===== config.mk =====
export PLATFORM = sky130hd
export DESIGN_NAME = controlador_avanco_flat
export DESIGN_NICKNAME = d
export VERILOG_FILES = /design/src/rtl/controlador_avanco_if.sv /design/src/rtl/controlador_avanco.sv /design/src/flat_wrapper.sv
export SDC_FILE = /design/constraint.sdc
export NUM_CORES = 1
export LEC_CHECK = 0
export BUFFER_PORTS_ARGS = -buffer_cell sky130_fd_sc_hd__buf_2
export CAP_MARGIN = 20
export CORE_MARGIN = 4
export CORE_UTILIZATION = 48
export DETAILED_ROUTE_END_ITERATION = 6
export PLACE_DENSITY = 0.69
export SKIP_CTS_REPAIR_TIMING = 1
export SLEW_MARGIN = 20
export SYNTH_ARGS = -nofsm -noshare
export SYNTH_HDL_FRONTEND = slang
export SYNTH_SLANG_ARGS = --single-unit

===== constraint.sdc =====
create_clock -name clock -period 2.47 [get_ports clock]
set_clock_uncertainty 0.1 [all_clocks]
set_input_delay 0.247 -clock clock [delete_from_list [all_inputs] [get_ports clock]]
set_output_delay 0.247 -clock clock [all_outputs]
set_load 0.02 [all_outputs]

===== src/rtl/controlador_avanco_if.sv =====
// Request/strobe bundle between the user/timer side and controlador_avanco.
// master: request source (buttons, timer, counter readback); slave: the controller.
interface controlador_avanco_if;
  logic       req_manual;
  logic       req_auto;
  logic [1:0] estado_contador;
  logic       avanco;
  logic [1:0] concedido;
  logic       ocupado;
  logic [3:0] descartes;

  modport master (
    output req_manual, req_auto, estado_contador,
    input  avanco, concedido, ocupado, descartes
  );

  modport slave (
    input  req_manual, req_auto, estado_contador,
    output avanco, concedido, ocupado, descartes
  );
endinterface


===== src/rtl/controlador_avanco.sv =====
// controlador_avanco: arbitrates manual/auto advance requests for the mode
// counter, issues a one-cycle advance strobe, enforces a lockout window and
// counts lost requests (saturating at 15).
// Optional feature: define AUTO_PENDENTE_EN to hold one valid auto request
// that arrives while busy and serve it when the controller is free again.
//
// state    | meaning
// LIVRE    | idle, accepting requests
// CONCEDE  | advance strobe cycle, lockout counter loads
// BLOQUEIO | lockout window, counter runs down to 0
module controlador_avanco #(
  parameter int LOCKOUT_CYCLES = 8
) (
  input logic                  clock,
  input logic                  reset,
  controlador_avanco_if.slave  bus
);

  typedef enum logic [1:0] {
    LIVRE    = 2'b00,
    CONCEDE  = 2'b01,
    BLOQUEIO = 2'b10
  } estado_t;

  localparam logic [7:0] CARGA = 8'(LOCKOUT_CYCLES - 1);

  estado_t    estado;
  logic [7:0] contador;
  logic       manual_ant;
  logic       avanco_r;
  logic [1:0] concedido_r;
  logic       ocupado_r;
  logic [3:0] descartes_r;

  logic       edge_manual;
  logic       auto_ok;
  logic       livre;
  logic       serve_livre;
  logic       grant_auto;
  logic       drop_manual;
  logic       drop_auto;
  logic [1:0] incremento;
  logic [4:0] soma;

`ifdef AUTO_PENDENTE_EN
  logic pendente;
  logic set_pend;
  logic clr_pend;
  logic drop_pend;
`endif

  // Request qualification, auto grant decision and per-cycle drop count
  always_comb begin
    edge_manual = bus.req_manual & ~manual_ant;
    auto_ok     = (bus.estado_contador == 2'b01) || (bus.estado_contador == 2'b10);
    livre       = (estado == LIVRE);
    // a manual edge in LIVRE wins, so auto can only be taken without one
    serve_livre = livre & ~edge_manual;
    drop_manual = edge_manual & ~livre;
    drop_auto   = 1'b0;
    grant_auto  = 1'b0;
`ifdef AUTO_PENDENTE_EN
    set_pend  = 1'b0;
    clr_pend  = 1'b0;
    drop_pend = 1'b0;
    if (serve_livre && pendente) begin
      clr_pend = 1'b1;
      if (auto_ok) grant_auto = 1'b1;
      else         drop_pend  = 1'b1;
    end
    if (bus.req_auto) begin
      // with the flag occupied a live request has nowhere to go
      if (!auto_ok || pendente) drop_auto  = 1'b1;
      else if (serve_livre)     grant_auto = 1'b1;
      else                      set_pend   = 1'b1;
    end
    incremento = {1'b0, drop_manual} + {1'b0, drop_auto} + {1'b0, drop_pend};
`else
    if (bus.req_auto) begin
      if (auto_ok && serve_livre) grant_auto = 1'b1;
      else                        drop_auto  = 1'b1;
    end
    incremento = {1'b0, drop_manual} + {1'b0, drop_auto};
`endif
    soma = {1'b0, descartes_r} + {3'b000, incremento};
  end

  // Sequencing FSM with registered strobe, grant source, busy flag and drop counter
  always_ff @(posedge clock) begin
    if (!reset) begin
      estado      <= LIVRE;
      contador    <= '0;
      manual_ant  <= 1'b0;
      avanco_r    <= 1'b0;
      concedido_r <= 2'b00;
      ocupado_r   <= 1'b0;
      descartes_r <= 4'd0;
    end else begin
      manual_ant  <= bus.req_manual;
      avanco_r    <= 1'b0;
      descartes_r <= (soma > 5'd15) ? 4'd15 : soma[3:0];
      case (estado)
        LIVRE: begin
          if (edge_manual) begin
            estado      <= CONCEDE;
            concedido_r <= 2'b01;
            avanco_r    <= 1'b1;
            ocupado_r   <= 1'b1;
          end else if (grant_auto) begin
            estado      <= CONCEDE;
            concedido_r <= 2'b10;
            avanco_r    <= 1'b1;
            ocupado_r   <= 1'b1;
          end
        end
        CONCEDE: begin
          estado   <= BLOQUEIO;
          contador <= CARGA;
        end
        BLOQUEIO: begin
          if (contador == 8'd0) begin
            estado    <= LIVRE;
            ocupado_r <= 1'b0;
          end else begin
            contador <= contador - 8'd1;
          end
        end
        default: begin
          estado    <= LIVRE;
          ocupado_r <= 1'b0;
        end
      endcase
    end
  end

`ifdef AUTO_PENDENTE_EN
  // One-deep pending auto request; lost (uncounted) on reset
  always_ff @(posedge clock) begin
    if (!reset)        pendente <= 1'b0;
    else if (clr_pend) pendente <= 1'b0;
    else if (set_pend) pendente <= 1'b1;
  end
`endif

  assign bus.avanco    = avanco_r;
  assign bus.concedido = concedido_r;
  assign bus.ocupado   = ocupado_r;
  assign bus.descartes = descartes_r;

endmodule


===== src/flat_wrapper.sv =====
// flat-port wrapper written by rule: the top's interface ports become plain ports
module controlador_avanco_flat 
#(
  parameter int LOCKOUT_CYCLES = 8
)
  (clock, reset, bus_req_manual, bus_req_auto, bus_estado_contador, bus_avanco, bus_concedido, bus_ocupado, bus_descartes);
  controlador_avanco_if bus_i ();
  input logic clock;
  input logic reset;
  input wire logic [$bits(bus_i.req_manual)-1:0] bus_req_manual;
  input wire logic [$bits(bus_i.req_auto)-1:0] bus_req_auto;
  input wire logic [$bits(bus_i.estado_contador)-1:0] bus_estado_contador;
  output wire logic [$bits(bus_i.avanco)-1:0] bus_avanco;
  output wire logic [$bits(bus_i.concedido)-1:0] bus_concedido;
  output wire logic [$bits(bus_i.ocupado)-1:0] bus_ocupado;
  output wire logic [$bits(bus_i.descartes)-1:0] bus_descartes;
  assign bus_i.req_manual = bus_req_manual;
  assign bus_i.req_auto = bus_req_auto;
  assign bus_i.estado_contador = bus_estado_contador;
  assign bus_avanco = bus_i.avanco;
  assign bus_concedido = bus_i.concedido;
  assign bus_ocupado = bus_i.ocupado;
  assign bus_descartes = bus_i.descartes;
  controlador_avanco #(.LOCKOUT_CYCLES(LOCKOUT_CYCLES)) u_core (.clock(clock), .reset(reset), .bus(bus_i));
endmodule

==> results.tsv, run 1 <==
stage	metric	value	unit
outcome	status	finished, final reports clean	
worst_setup_path	reg2reg start	u_core.estado[0]	
power_and_ir_drop	Clock power frac	21.0	%
sta	RSZ-0062 raised after global routing	false	
yosys	most numerous cell in the Yosys netlist	dfxtp_1	
detailed_routing	Wirelength per Cell	13.1	microns
yosys	#FFs+latches synth	19	
detailed_routing	vias	805	
detailed_routing	Initial DRC Count	13	
sta	Final Max Tran Viols	0	
power_and_ir_drop	Seq pwr share	49.5	%
flow_run	MaxCap Viol Count	0	
yosys	FFs w/ async S/R, synth	0	%
floorplan	Ports	14	
detailed_routing	Initial DRT Pass Iterations	4	
detailed_routing	final wirelength	1910	microns
power_and_ir_drop	power density cells	726	mW/mm^2
worst_setup_path	crit start category	register	
sta	Slew @ Worst Pin	489	ps
clock_network	CTS H-tree lvls	1	
clock_network	Longest Clk Path Bufs	2	
power_and_ir_drop	total power	0.766	mW
sta	Max Clk Rate	505	MHz
floorplan	Die H	52.6	microns
detailed_routing	Post-route DRC	0	
clock_network	Root Buffer	clkbuf_4	
floorplan	starting density of the core	52.9	%
yosys	post-synth top area cell	dfxtp_1	
clock_network	TritonCTS clock tree	done	
detailed_routing	ANT nets after route	0	
final_layout	layout cells sized above 1	17.5	%
power_and_ir_drop	Internal Power	0.497	mW
power_and_ir_drop	Max VDD drop	0.508	mV
global_routing	GRT Overall Usage	15.9	%
worst_setup_path	Max FO, Critical Path	15	
floorplan	Rows	15	
worst_setup_path	crit-path max cell delay	460	ps
global_routing	global-route wire length before repair	3220	microns
power_and_ir_drop	Net Sw Power	0.268	mW
power_and_ir_drop	P_leak	0.458	nW
worst_setup_path	Setup crit start	u_core.estado[0]	
sta	setup TNS	0	ps
global_routing	vias in the first global route	729	
worst_setup_path	crit path DAT	2080	ps
yosys	Mapped Cells	109	
hold_path	min-delay src	bus_req_manual	
final_layout	# diodes	0	
worst_setup_path	WP data required	2570	ps
yosys	average instance area after synthesis	8.75	sq um
global_routing	GR Overflow Total	0	
final_layout	FILL cells	185	
sta	Fin. Hold Viols	0	
yosys	Mapped Nets	119	
floorplan	die footprint	0.00276	sq mm
floorplan	Die X-Extent	52.6	microns
placed_design	Port-buffer cells	13	
clock_network	CTS clk-pin slew, worst paths	120	ps
sta	count of final setup violators	0	
yosys	Syn Std Cell Area	953	sq um
yosys	Seq/Total Area, Yosys	39.9	%
worst_setup_path	crit path capture type	register	
worst_setup_path	slowest cell on the critical path	dfxtp_1	
clock_network	clock sinks	19	
clock_network	Num CTS Buffers	3	
sta	Worst slew margin	67.1	%
final_layout	nets@finish	131	
yosys	distinct cell type count after synthesis	36	
worst_setup_path	Critical Path, Cell by Cell	nor3_1 > a21boi_0 > fa_1 > ha_1 > and3_1 > o21a_1	
detailed_routing	routed vias/inst	5.55	
yosys	Yosys top cell area share	39.9	%
floorplan	core box area	0.00180	sq mm
global_routing	largest net degree at the start of global routing	19	
sta	final worst path period share	80.1	%
hold_path	Hold Crit Class	in -> reg	
placed_design	RePlAce Congestion	0.781	
placed_design	post-DP HPWL	1440	microns
clock_network	worst skew pair latency	310	ps
power_and_ir_drop	Switching Share	35.1	%
yosys	largest cells by area after synthesis	dfxtp_1, ha_1, nand2b_1, nand3_1, nor2_1	
yosys	number of synthesized flops with an enable pin	0	
yosys	total of warnings raised by yosys	0	
yosys	top cells by count, synth	dfxtp_1, nor2_1, inv_1	
final_layout	Layout area overhead	10.6	%
yosys	top_reg_cell synth	dfxtp_1	
power_and_ir_drop	combinational share of power	29.5	%
sta	Final Critical Period	1980	ps
global_routing	initial antenna violation count	0	
worst_setup_path	critical path type	reg -> reg	
sta	Hold Slack	38.2	ps
## per-stage QoR
| stage | instance area (sq um) | setup WS, ps | util [%] | instances |
|---|---|---|---|---|
| final | 1050 | 491 | 58.5 | 145 |
| after global routing | 1050 | 358 | 58.5 | 145 |
| after CTS | 1050 | 491 | 58.5 | 145 |
| after detailed placement | 1030 | 509 | 57.0 | 141 |
| after global placement | 1030 | 578 | 57.0 | 141 |
| after floorplan | 953 | 539 | - | 109 |
## power groups by stage
stage          Sequential (mW)  Combinational [mW]  Clock, mW
2_1_floorplan            0.387               0.165          0
6_report                 0.379               0.225      0.161
5_1_grt                  0.385               0.255      0.174
4_1_cts                  0.379               0.226      0.164
3_3_place_gp             0.382               0.218          0
3_5_place_dp             0.386               0.224          0
## cell type report
| class | count | area, sq um | share of cell area [%] |
|---|---|---|---|
| multi-input cells | 77 | 524 | 49.7 |
| flip-flops and latches | 19 | 380 | 36.1 |
| repair buffers | 13 | 65.1 | 6.17 |
| well taps | 25 | 31.3 | 2.97 |
| inverters | 7 | 26.3 | 2.49 |
| clock buffers | 3 | 22.5 | 2.14 |
| clock inverters | 1 | 5.00 | 0.474 |
## sequential cells by signal (all words and copies together), names as in the netlist
register,cells
u_core.bus.avanco,1
u_core.bus.descartes,4
u_core.bus.concedido,2
u_core.manual_ant,1
u_core.bus.ocupado,1
u_core.estado,2
u_core.contador,8
## metal layers
metal  wire length [microns]  share of wire (%)  global-route usage, %
met1                     901                 47                   19.6
met2                     891                 47                   25.2
met3                      84                4.4                   5.13
met4                      28                1.5                   6.38
met5                       0                  0                      0
## layout by cell type (no fill, tap or decap), types with 4 or more instances in the layout
master	synthesis	routed
o21ai_0	5	5
nor3_1	4	4
buf_2	0	13
nor2_1	8	8
o21a_1	4	4
inv_1	7	7
nand2_1	6	6
nand3_1	6	6
dfxtp_1	19	19
nand2b_1	6	6
## path summary, 6_finish.rpt
| check | cells past startpoint | to | slack [ps] |
|---|---|---|---|
| setup / recovery | 6 | u_core.bus.descartes[1] | 490 |
| hold / removal | 2 | u_core.manual_ant | 40 |
| setup reg to reg | 6 | u_core.bus.descartes[1] | 490 |
| hold reg to reg | 2 | u_core.bus.concedido[0] | 370 |
## cells by family (layout without fill, tap and decap cells)
kind of cell	count (synthesis)	after routing	share of synthesized area [%]
muxes	2	2	2.10
and+or+nand+nor	44	44	25.7
AOI/OAI and AO/OA	24	24	18.4
xor gates and xnor gates	3	3	2.76
adders and majority gates	4	4	6.04
DFF	19	19	39.9
buffers and inverters	13	24	5.12
## critical path: cells and delay by family, from the launching register on
family,cells,cell delay (ps)
flops,1,460
compound gates,2,280
simple gates,2,390
fa+ha+maj,2,630
Power figures use the tool's default switching activity.
==> run 2: changes to the inputs <==
- PLACE_DENSITY: 0.69 -> 0.72
- clock period: 2.47 -> 1.8 ns (I/O delays scaled with it)
==> run 2 against run 1 <==
Net effect: via count up 8.9%; critical endpoint is now u_core.contador[2]; worst setup slack lost 430 ps; first-iteration DRC count fell by 15%; register-to-register slack worse by 430 ps; sequential cell count is the same; sequential power grew 35%; global-route usage up 1.7 points; wire length grew 8.9%; clock power grew 29%; fmax rose by 14%; critical path depth is 2 lower; power grew 44%.
==> results.tsv, run 2 (same netlist as run 1, synthesis figures left out) <==
stage	metric	value	unit	change
detailed_routing	vias	877		+8.9%
placed_design	Inst Count DP	149		+5.7%
clock_network	worst skew pair latency	290	ps	-20 ps
sta	Final Critical Period	1740	ps	-240 ps
sta	Max Clk Rate	575	MHz	+14%
sta	Hold Slack	20.1	ps	-18.1 ps
placed_design	post-DP HPWL	1540	microns	+7.4%
global_routing	largest net degree at the start of global routing	14		-5
sta	Final Max Tran Viols	0		unchanged
detailed_routing	routed vias/inst	5.69		+2.6%
floorplan	Die H	52.6	microns	unchanged
worst_setup_path	crit-path max cell delay	470	ps	about the same
sta	RSZ-0062 raised after global routing	false		
placed_design	Port-buffer cells	13		unchanged
global_routing	GRT Overall Usage	17.6	%	+1.7 points
floorplan	Ports	14		unchanged
floorplan	core box area	0.00180	sq mm	unchanged
outcome	status	finished, final reports clean		
clock_network	Num CTS Buffers	3		unchanged
final_layout	Reg with most FFs	u_core.contador		
final_layout	Layout area overhead	20.5	%	
hold_path	Hold Crit Class	in -> reg		
final_layout	nets@finish	140		+6.9%
power_and_ir_drop	power density cells	957	mW/mm^2	+32%
worst_setup_path	crit path capture type	register		
floorplan	starting density of the core	52.9	%	unchanged
sta	Fin. Hold Viols	0		unchanged
worst_setup_path	crit start category	register		
sta	Worst slew margin	72.7	%	+5.6 points
detailed_routing	Initial DRT Pass Iterations	4		unchanged
floorplan	Rows	15		unchanged
placed_design	RePlAce Congestion	0.784		+0.36%
worst_setup_path	Critical Path, Cell by Cell	or3_4 > or4_4 > a311oi_2 > a211oi_1		
final_layout	most frequent cells in the layout	dfxtp_1, buf_2, buf_4		
worst_setup_path	slowest cell on the critical path	or4_4		
detailed_routing	Wirelength per Cell	13.5	microns	+2.5%
clock_network	clock sinks	19		unchanged
clock_network	Longest Clk Path Bufs	2		unchanged
global_routing	vias in the first global route	848		+16%
final_layout	max FFs per register	8		unchanged
detailed_routing	Initial DRC Count	11		-2
final_layout	Layout Cells excl Fill	154		+6.2%
clock_network	Root Buffer	clkbuf_4		
floorplan	die footprint	0.00276	sq mm	unchanged
detailed_routing	final wirelength	2080	microns	+8.9%
final_layout	layout cells sized above 1	30.2	%	+13 points
worst_setup_path	critical path type	reg -> reg		
power_and_ir_drop	P_leak	0.502	nW	+9.5%
global_routing	global-route wire length before repair	3590	microns	+12%
sta	final worst path period share	96.6	%	+16 points
floorplan	Die X-Extent	52.6	microns	unchanged
detailed_routing	Post-route DRC	0		unchanged
worst_setup_path	WP data required	1890	ps	-680 ps
sta	setup TNS	0	ps	unchanged
sta	Slew @ Worst Pin	406	ps	-82.8 ps
placed_design	Area after DPL	0.00109	sq mm	+6.3%
final_layout	commonest non-fill, non-tap cell in the layout	dfxtp_1		
detailed_routing	ANT nets after route	0		unchanged
global_routing	GR Overflow Total	0		unchanged
global_routing	initial antenna violation count	0		unchanged
worst_setup_path	Max FO, Critical Path	5		-10
clock_network	CTS H-tree lvls	1		unchanged
power_and_ir_drop	total power	1.10	mW	+44%
final_layout	FILL cells	161		-13%
sta	count of final setup violators	0		unchanged
power_and_ir_drop	Max VDD drop	0.693	mV	+36%
final_layout	post-route cell area	0.00115	sq mm	+8.9%
flow_run	MaxCap Viol Count	0		unchanged
clock_network	CTS clk-pin slew, worst paths	100	ps	-20 ps
worst_setup_path	crit path DAT	1830	ps	-250 ps
final_layout	# diodes	0		unchanged
clock_network	TritonCTS clock tree	done		
==> run 2: worst paths after layout <==
path / depth (start not counted) / slack [ps] / end / from
hold reg to reg: 2 / 380 / u_core.bus.concedido[0] / u_core.bus.concedido[0]
setup reg to reg: 4 / 60 / u_core.contador[2] / u_core.contador[6]
setup / recovery: 4 / 60 / u_core.contador[2] / u_core.contador[6]
hold / removal: 2 / 20 / u_core.manual_ant / bus_req_manual
==> run 2: worst max-delay path: cells and delay by family (launching register included) <==
kind	cells	cell delay, ps
AND/OR/NAND/NOR	2	860
flip-flops	1	330
AO/OA/AOI/OAI	2	350
==> run 2: stage by stage <==
step	worst slack, ps	utilization, %
floorplan	9.94	-
global placement	38.5	60.6
detailed placement	4.94	60.6
CTS	10.3	62.1
global route	0.134	63.7
finish	61.6	63.7
==> run 2: layout make-up <==
class | count | area (sq um) | area share (%)
well taps | 25 | 31.3 | 2.72
inverters | 7 | 26.3 | 2.29
multi-input cells | 77 | 549 | 47.8
clock buffers | 4 | 26.3 | 2.29
flip-flops and latches | 19 | 383 | 33.3
repair buffers | 22 | 133 | 11.5
==> run 2: routing by layer <==
metal,part of all wire [%],wire [microns],GRT usage (%),vias to the layer above
li1,-,-,-,434
met1,43,901,19.6,425
met2,51,1070,31.2,16
met3,4.1,86,5.98,2
met4,0.92,19,5.11,0
met5,0,0,0,-
==> run 2: power by group <==
part | switching, mW | leakage (nW) | internal, mW
clock | 0.122 | 0.0150 | 0.0862
sequential | 0.0427 | 0.157 | 0.469
combinational | 0.204 | 0.330 | 0.175
total | 0.369 | 0.502 | 0.730
==> run 3: changes to the inputs <==
- ABC_AREA: unset -> 1
- PLACE_DENSITY: 0.72 -> 0.71
==> run 3 against run 2 <==
Net effect: the flow now finishes with violations (setup timing); global-route usage is 0.98 points lower; register-to-register slack worse by 100 ps; worst hold slack better by 25 ps; worst setup slack worse by 100 ps; final cell count is 23% higher; critical path type unchanged; critical endpoint is now u_core.bus.descartes[3]; largest cell class unchanged; largest power group is now combinational logic.
==> results.tsv, run 3 <==
stage	metric	value	unit	change
placed_design	RePlAce Congestion	0.837		+6.8%
sta	Final Critical Period	1840	ps	+101 ps
yosys	Syn Std Cell Area	980	sq um	+2.8%
final_layout	most frequent cells in the layout	nand2_1, dfxtp_1, inv_1, nor2_1, buf_2		
floorplan	Die X-Extent	53.2	microns	+1.2%
final_layout	# diodes	0		unchanged
global_routing	global-route wire length before repair	3370	microns	-6.1%
yosys	Seq/Total Area, Yosys	38.8	%	-1.1 points
worst_setup_path	crit start category	register		
outcome	failing checks	setup timing		
clock_network	TritonCTS clock tree	done		
floorplan	die footprint	0.00283	sq mm	+2.3%
placed_design	post-DP HPWL	1520	microns	-1.3%
worst_setup_path	critical path type	reg -> reg		
global_routing	initial antenna violation count	0		unchanged
yosys	distinct cell type count after synthesis	22		-39%
sta	final worst path period share	102	%	+5.6 points
yosys	#FFs+latches synth	19		unchanged
yosys	total of warnings raised by yosys	0		unchanged
worst_setup_path	Max FO, Critical Path	3		-2
floorplan	Die H	53.2	microns	+1.2%
worst_setup_path	Critical Path, Cell by Cell	inv_2 > nand2_4 > nor3_4 > nor2_2 > fa_2 > ha_4 > nand2_2 > inv_2 > nor3_2 > a211oi_1		
power_and_ir_drop	P_leak	0.571	nW	+14%
clock_network	Root Buffer	clkbuf_4		
global_routing	vias in the first global route	881		+3.9%
final_layout	FILL cells	201		+25%
power_and_ir_drop	Net Sw Power	0.498	mW	+35%
sta	Fin. Hold Viols	0		unchanged
final_layout	sequential standard cell area	382	sq um	-0.33%
yosys	Mapped Cells	139		+28%
sta	Hold Slack	45.0	ps	+24.9 ps
worst_setup_path	crit-path max cell delay	420	ps	-50 ps
sta	count of final setup violators	3		+3
final_layout	commonest non-fill, non-tap cell in the layout	nand2_1		
worst_setup_path	crit path DAT	1910	ps	+80 ps
detailed_routing	routed vias/inst	4.83		-15%
detailed_routing	ANT nets after route	0		unchanged
sta	Final Max Tran Viols	0		unchanged
power_and_ir_drop	combinational share of power	42.0	%	+7.5 points
power_and_ir_drop	power density cells	1040	mW/mm^2	+8.9%
final_layout	Layout area overhead	24.1	%	
floorplan	Rows	16		+1
detailed_routing	Initial DRT Pass Iterations	3		-1
yosys	most numerous cell in the Yosys netlist	nand2_1		
clock_network	clock sinks	19		unchanged
power_and_ir_drop	Switching Share	39.3	%	+5.8 points
worst_setup_path	slowest cell on the critical path	fa_2		
placed_design	Inst Count DP	184		+23%
yosys	top cells by count, synth	nand2_1, dfxtp_1, inv_1, nor2_1, a21oi_1		
placed_design	Port-buffer cells	13		unchanged
power_and_ir_drop	Clock power frac	17.1	%	-1.8 points
floorplan	Ports	14		unchanged
final_layout	Reg with most FFs	u_core.contador		
yosys	average instance area after synthesis	7.05	sq um	-19%
yosys	top_reg_cell synth	dfxtp_1		
hold_path	Hold Crit Class	in -> reg		
final_layout	nets@finish	174		+24%
global_routing	GR Overflow Total	0		unchanged
yosys	post-synth top area cell	dfxtp_1		
yosys	Yosys top cell area share	38.8	%	-1.1 points
sta	RSZ-0062 raised after global routing	true		
final_layout	max FFs per register	8		unchanged
clock_network	CTS clk-pin slew, worst paths	110	ps	about the same
global_routing	grt peak-use layer	met2		
sta	Slew @ Worst Pin	452	ps	+45.9 ps
clock_network	worst skew pair latency	290	ps	about the same
detailed_routing	Wirelength per Cell	11.2	microns	-17%
detailed_routing	Post-route DRC	0		unchanged
worst_setup_path	delay-heaviest family, CP	adder cells		
sta	setup TNS	-90.7	ps	-90.7 ps
worst_setup_path	crit-path most repeated cell	inv_2		
final_layout	post-route cell area	0.00122	sq mm	+5.9%
detailed_routing	vias	918		+4.7%
power_and_ir_drop	Internal Power	0.769	mW	+5.3%
placed_design	Area after DPL	0.00112	sq mm	+3.0%
clock_network	Num CTS Buffers	3		unchanged
yosys	number of synthesized flops with an enable pin	0		unchanged
outcome	status	complete, but fails checks		
global_routing	met3 Use GR	3.38	%	-2.6 points
final_layout	Layout Cells excl Fill	190		+23%
sta	setup ws final	-39.6	ps	-101 ps
flow_run	MaxCap Viol Count	0		unchanged
clock_network	CTS H-tree lvls	1		unchanged
global_routing	GRT Overall Usage	16.6	%	-0.98 points
worst_setup_path	total buffers and inverters traversed by the critical path	2		+2
clock_network	Longest Clk Path Bufs	2		unchanged
power_and_ir_drop	Seq pwr share	41.0	%	-5.5 points
sta	Worst slew margin	69.9	%	-2.9 points
detailed_routing	final wirelength	2120	microns	+2.1%
power_and_ir_drop	Max VDD drop	0.577	mV	-17%
yosys	Mapped Nets	149		+25%
worst_setup_path	WP data required	1870	ps	-20 ps
yosys	FFs w/ async S/R, synth	0	%	unchanged
global_routing	GR Layer Usage met2	29.5	%	-1.7 points
final_layout	layout cells sized above 1	28.8	%	-1.4 points
final_layout	multi-input combinational cell area	561	sq um	+2.1%
floorplan	core box area	0.00194	sq mm	+7.8%
yosys	largest cells by area after synthesis	dfxtp_1, nand2_1, inv_1, nor2_1, a21oi_1		
final_layout	Layout Utilization	62.6	%	-1.1 points
global_routing	largest net degree at the start of global routing	16		+2
floorplan	starting density of the core	50.5	%	-2.5 points
worst_setup_path	crit path capture type	register		
detailed_routing	Initial DRC Count	10		-1
global_routing	met1 Usage GRT	18.0	%	-1.5 points
sta	Max Clk Rate	544	MHz	-5.5%
-- run 3: final cells by class --
type	count	area share, %
Clock buffer	4	2.16
Tap cell	27	2.78
Timing Repair Buffer	21	10.5
Inverter	23	7.10
Multi-Input combinational cell	96	46.1
Sequential cell	19	31.4
-- run 3: through the flow --
| stage | total power, mW | setup slack [ps] |
|---|---|---|
| floorplan | 0.886 | 53.8 |
| global placement | 1.00 | -32.3 |
| detailed placement | 1.02 | -94.0 |
| CTS | 1.24 | -70.4 |
| global route | 1.36 | -113 |
| finish | 1.27 | -39.6 |
-- run 3: power groups by stage --
stage                     sequential (mW)  clock (mW)  combinational, mW
after CTS                           0.516       0.227              0.499
final                               0.519       0.216              0.532
after floorplan                     0.557           0              0.328
after detailed placement            0.525           0              0.499
after global placement              0.523           0              0.481
after global routing                0.527       0.243              0.592
-- run 3: final timing paths --
path                            from                       to  slack (ps)  cells after the start
max                 u_core.estado[1]  u_core.bus.descartes[3]         -40                     10
min                     bus_req_auto  u_core.bus.concedido[1]          50                      3
min reg2reg  u_core.bus.concedido[0]  u_core.bus.concedido[0]         370                      2
max reg2reg         u_core.estado[1]  u_core.bus.descartes[3]         -40                     10
-- run 3: cell families (layout without fill, tap and decap cells) --
group,Yosys count,after routing,share of synthesized area (%)
buffers and inverters,24,48,9.19
XOR/XNOR,3,3,2.68
adder cells (fa/ha/maj),4,4,5.88
AO/OA/AOI/OAI,21,21,11.4
flip-flops,19,19,38.8
AND/OR/NAND/NOR,68,68,32.1
-- run 3: routing by layer --
layer / wire length, microns / vias to the layer above
met5: 0 / -
li1: - / 483
met3: 65 / 6
met2: 1090 / 14
met4: 40 / 0
met1: 921 / 415
-- run 3: worst register-to-register path: stages (launching register included) --
cell and delay, ps:
dfxtp_2 340, inv_2 70, nand2_4 70, nor3_4 200, nor2_2 80, fa_2 420, ha_4 180, nand2_2 60
inv_2 50, nor3_2 100, a211oi_1 60
